### src/rtl/arb_pkg.sv
// Shared definitions for the two-requester bus arbiter: grant state encoding
// and the hold-counter width helper.
package arb_pkg;

    typedef enum logic [1:0] {
        IDLE = 2'd0,
        G0   = 2'd1,
        G1   = 2'd2
    } arb_state_t;

    // Width needed to count 0..max_hold inclusive.
    function automatic int cnt_width(input int max_hold);
        return $clog2(max_hold + 1);
    endfunction

endpackage

### src/rtl/mux2.sv
// Two-input data-path multiplexer: y = sel ? b : a.
// Latency: combinational, zero cycles.
// Backpressure: none, pure data path.
module mux2 #(
    parameter int WIDTH = 32
) (
    input  logic             sel,
    input  logic [WIDTH-1:0] a,
    input  logic [WIDTH-1:0] b,
    output logic [WIDTH-1:0] y
);

    assign y = sel ? b : a;

endmodule

### src/rtl/bus_arbiter2.sv
// Round-robin arbiter sharing one valid/ready port between two requesters, with a hold limit.
// Latency: grant one cycle after request; out_valid/out_data combinational from registered grant.
// Backpressure: out_ready stalls the owner; a grant is never pulled from a pending, unaccepted beat.
module bus_arbiter2
    import arb_pkg::*;
#(
    parameter int WIDTH    = 32,
    parameter int MAX_HOLD = 16
) (
    input  logic             clk,
    input  logic             rst_n,
    input  logic             req0,
    input  logic [WIDTH-1:0] d0,
    output logic             gnt0,
    input  logic             req1,
    input  logic [WIDTH-1:0] d1,
    output logic             gnt1,
    output logic             out_valid,
    output logic [WIDTH-1:0] out_data,
    input  logic             out_ready,
    output logic             sel,
    output logic             busy
);

    localparam int            CW   = cnt_width(MAX_HOLD);
    localparam logic [CW-1:0] HOLD = CW'(MAX_HOLD);

    arb_state_t    state;
    arb_state_t    state_nxt;
    logic          last;
    logic          sel_q;
    logic [CW-1:0] beat_cnt;
    logic          accept;
    logic          hold_hit;

    assign gnt0      = (state == G0);
    assign gnt1      = (state == G1);
    assign busy      = gnt0 | gnt1;
    assign sel       = sel_q;
    assign out_valid = (gnt0 & req0) | (gnt1 & req1);
    assign accept    = out_valid & out_ready;

    // The accepted beat in this cycle brings the count up to the limit.
    assign hold_hit  = accept && (beat_cnt >= (HOLD - CW'(1)));

    always_comb begin
        state_nxt = state;
        case (state)
            IDLE: begin
                if (req0 && (!req1 || last))
                    state_nxt = G0;
                else if (req1)
                    state_nxt = G1;
            end
            G0: begin
                if (!req0 || (hold_hit && req1))
                    state_nxt = req1 ? G1 : IDLE;
            end
            G1: begin
                if (!req1 || (hold_hit && req0))
                    state_nxt = req0 ? G0 : IDLE;
            end
            default: state_nxt = IDLE;
        endcase
    end

    always_ff @(posedge clk or negedge rst_n) begin
        if (!rst_n) begin
            state    <= IDLE;
            last     <= 1'b1;
            sel_q    <= 1'b0;
            beat_cnt <= '0;
        end else begin
            state <= state_nxt;
            if (state_nxt != state) begin
                beat_cnt <= '0;
                // sel and last follow the new owner; both hold through IDLE.
                if (state_nxt == G0) begin
                    last  <= 1'b0;
                    sel_q <= 1'b0;
                end else if (state_nxt == G1) begin
                    last  <= 1'b1;
                    sel_q <= 1'b1;
                end
            end else if (accept && (beat_cnt < HOLD)) begin
                beat_cnt <= beat_cnt + CW'(1);
            end
        end
    end

    mux2 #(.WIDTH(WIDTH)) u_mux (
        .sel (sel),
        .a   (d0),
        .b   (d1),
        .y   (out_data)
    );

endmodule
### config.mk
export PLATFORM = sky130hd
export DESIGN_NAME = bus_arbiter2
export DESIGN_NICKNAME = d
export VERILOG_FILES = /design/src/rtl/arb_pkg.sv /design/src/rtl/mux2.sv /design/src/rtl/bus_arbiter2.sv
export SDC_FILE = /design/constraint.sdc
export NUM_CORES = 1
export LEC_CHECK = 0
export BUFFER_PORTS_ARGS = -buffer_cell sky130_fd_sc_hd__buf_2
export CAP_MARGIN = 15
export CORE_MARGIN = 5
export CORE_UTILIZATION = 25
export CTS_BUF_LIST = sky130_fd_sc_hd__clkbuf_16
export DETAILED_ROUTE_END_ITERATION = 12
export GPL_TIMING_DRIVEN = 0
export HOLD_SLACK_MARGIN = 0.1
export MAX_ROUTING_LAYER = met4
export PLACE_DENSITY = 0.63
export SYNTH_ARGS = -nofsm -noshare
export SYNTH_HDL_FRONTEND = slang
export SYNTH_SLANG_ARGS = --single-unit
### constraint.sdc
create_clock -name clk -period 7.7 [get_ports clk]
set_clock_uncertainty 0.15 [all_clocks]
set_input_delay 1.925 -clock clk [delete_from_list [all_inputs] [get_ports clk]]
set_output_delay 1.925 -clock clk [all_outputs]
set_load 0.01 [all_outputs]
==> summary.txt <==
Outcome
  – Status: completed

Routing
  – Antenna-violating nets left: 0
  – Via density: 4.57
  – Drt first pass iters: 4
  – Detailed Route Iter0 Violations: 63
  – Drc violations: 0
  – Post-DR wirelength/cell: between 10 and 15 µm
  – Final WL: 3.76 mm
  – Routed vias: approximately 1300

Power
  – Power Dens Cells: 270 nW/µm²
  – Power share of the clock group: 18.2%
  – Pleak: 0.000947 µW
  – Cell Int Power: between 200 and 300 µW
  – Peak VDD IR: 0.111 mV
  – Sw Ratio: between 40% and 50%
  – P_sw: 201 µW
  – Comb pwr share: 66.3%
  – Flop pwr share: 15.6%

Die
  – IO Pins: roughly 110
  – Die H: 77.6 µm
  – Die area: roughly 6000 µm²
  – Chip width: 77.6 µm
  – Initial Util: 26.1%
  – # rows: 24
  – Core ar.: between 4000 and 5000 µm²

CTS
  – Hold Buf Count CTS: 0
  – Post-CTS Setup Bufs: 0
  – Post-CTS sizing: 0
  – Root buf cell: clkbuf_16
  – CTS tree: yes
  – Clock tree sinks: 9
  – Clock Tree Buf Depth: 2
  – Clock-pin slew on the worst setup and hold paths: 40 ps
  – Clock Latency Late Sink: 230 ps
  – TritonCTS buffer count: 3
  – H-tree depth: 1

Finish
  – Antenna fix cells: 0
  – Cell Count, Final, Fillers Out: 279
  – Nets: 304
  – Layout area overhead: 58.6%
  – Layout cell share with drive strength beyond 1: 66.1%
  – Final core utilization: 41.3%
  – Final Instance Area: 1810 µm²

Setup path
  – Crit path buffers/inverters: 2
  – Worst path cell trace: buf_2, a22o_4, buf_2
  – Critical path endpoint category: output pin
  – Crit-path max cell delay: 270 ps
  – CP dominant cell by count: buf_2
  – CP delay by family, top: buffers and inverters
  – CP Launch Type: input pin
  – CP max stage cell: a22o_4
  – Critical path class: in2out
  – Critical Path RT: 5620 ps
  – Worst endpoint data arrival time: 2490 ps
  – Crit path max fanout: 8

Placed design
  – Placed insts: 275
  – IO buf count: between 100 and 150
  – RD Place Congestion: 0.810
  – HPWL Detailed: 3.26 mm
  – DP Worst Slack: 3130 ps
  – Post-Place Cell Area: roughly 1700 µm²

Synthesis
  – Ys async rst share: 100%
  – Syn. warnings: 0
  – Synthesized area: approximately 1100 µm²
  – Syn Area/Cell: 9.68 µm²
  – Register area share after synthesis: 19.8%
  – Primary FF master, synth: dfrtp_1
  – Synth top area share: 31.5%
  – Flops & latches, synth: 9
  – EDFF count, synth: 0
  – Yosys cell types: 36
  – Most frequent cell after synthesis: mux2_2
  – Syn_nets: 194
  – Top cells by count, synth: mux2_2, nor2_1, dfrtp_1, inv_1, nand2_1
  – Synth area leader: mux2_2
  – Largest cells by area after synthesis: mux2_2, dfrtp_1, ha_1
  – Cell count after synthesis: 118

Global route
  – Total grt overflow: 0
  – First-pass GRT wire length: 6.27 mm
  – Initial antenna violation count: 0
  – Number of global-route vias before repair: 1384
  – GRT Resource Usage Total: 12.5%
  – Largest net degree at the start of global routing: 11

Hold path
  – Worst Hold Class: reg2reg

STA
  – Final setup violation count: 0
  – Slew @ Worst Pin: 506 ps
  – Fmax: 219 MHz
  – Setup WS post-layout: 3140 ps
  – Max Slew Vio Count: 0
  – RSZ-0062 raised after global routing: no
  – Endpoints failing hold: 0
  – Max-slew headroom: 66.3%
  – Fin crit period: 4560 ps
  – Final period utilization: 59.3%
  – Post-Route Setup TNS: 0 ps

Flow run
  – Max Cap Violations: 0
## cell usage in the layout, fill, tap and decap left out, types with 2 or more instances in the layout
cell type    n
buf_2      105
mux2_2      32
inv_1        9
nor2_1       9
nand2_1      8
dfrtp_1      8
ha_1         7
a21oi_1      6
o21ai_0      4
clkbuf_1     3
mux2i_1      3
clkbuf_16    3
buf_6        2
nand2b_1     2
a21o_1       2
xor2_1       2
## metrics by stage
stage          hold WS (ps)  total power, µW
2_1_floorplan           299              301
3_3_place_gp            314              399
3_5_place_dp            317              401
4_1_cts                 323              494
5_1_grt                 332              530
6_report                325              489
## layout make-up
| cell class | instances | area (µm²) |
|---|---|---|
| multi-input combinational | 96 | 852 |
| clock buffer | 3 | 75.1 |
| timing repair buffer | 105 | 526 |
| fill | 446 | 2570 |
| buffer | 5 | 33.8 |
| clock inverter | 1 | 3.75 |
| inverter | 8 | 30.0 |
| sequential | 9 | 226 |
| tap | 52 | 65.1 |
## flip-flops by register name (all words and copies together), names as in the netlist
signal,count
beat_cnt,5
last,1
sel,1
state,2
## power groups by stage
stage	Combinational (µW)	Clock (µW)	Sequential [µW]
after floorplan	229	0	72.7
after global placement	323	0	75.7
after detailed placement	325	0	76.0
after CTS	327	91.3	75.4
after global routing	357	94.8	78.2
final	324	88.8	76.2
## final timing paths
kind	cells past startpoint	to	startpoint	slack (ps)
worst max-delay path	3	out_valid	req0	3140
max in group asynchronous	1	last	rst_n	5770
min in group asynchronous	1	beat_cnt[4]	rst_n	1390
worst min register to register	2	last	last	330
worst min-delay path	2	last	last	330
worst max register to register	11	sel	beat_cnt[0]	4820
## kinds of logic (layout without fill, tap and decap cells)
| kind of cell | count (synthesis) | after routing | synth area share [%] |
|---|---|---|---|
| and+or+nand+nor | 28 | 28 | 11.8 |
| AOI/OAI and AO/OA | 23 | 23 | 18.6 |
| adders and majority gates | 7 | 7 | 7.67 |
| muxes | 35 | 35 | 34.2 |
| xor gates and xnor gates | 3 | 3 | 2.30 |
| DFF | 9 | 9 | 19.8 |
| buffers and inverters | 13 | 122 | 5.59 |
## worst register-to-register path: cells and delay by family, from the launching register on
| family | cells | cell delay, ps |
|---|---|---|
| muxes | 1 | 210 |
| adders and majority gates | 3 | 740 |
| DFF | 1 | 410 |
| and+or+nand+nor | 3 | 300 |
| AOI/OAI and AO/OA | 4 | 980 |
## per-layer routing
metal  up-vias  part of all wire [%]  GRT usage, %
li1        649                     -             -
met3         2                   6.0          3.01
met2        50                    51          20.9
met5         -                     0             -
met1       574                    43          15.5
met4         0                  0.37          2.06
Power figures use the tool's default switching activity.
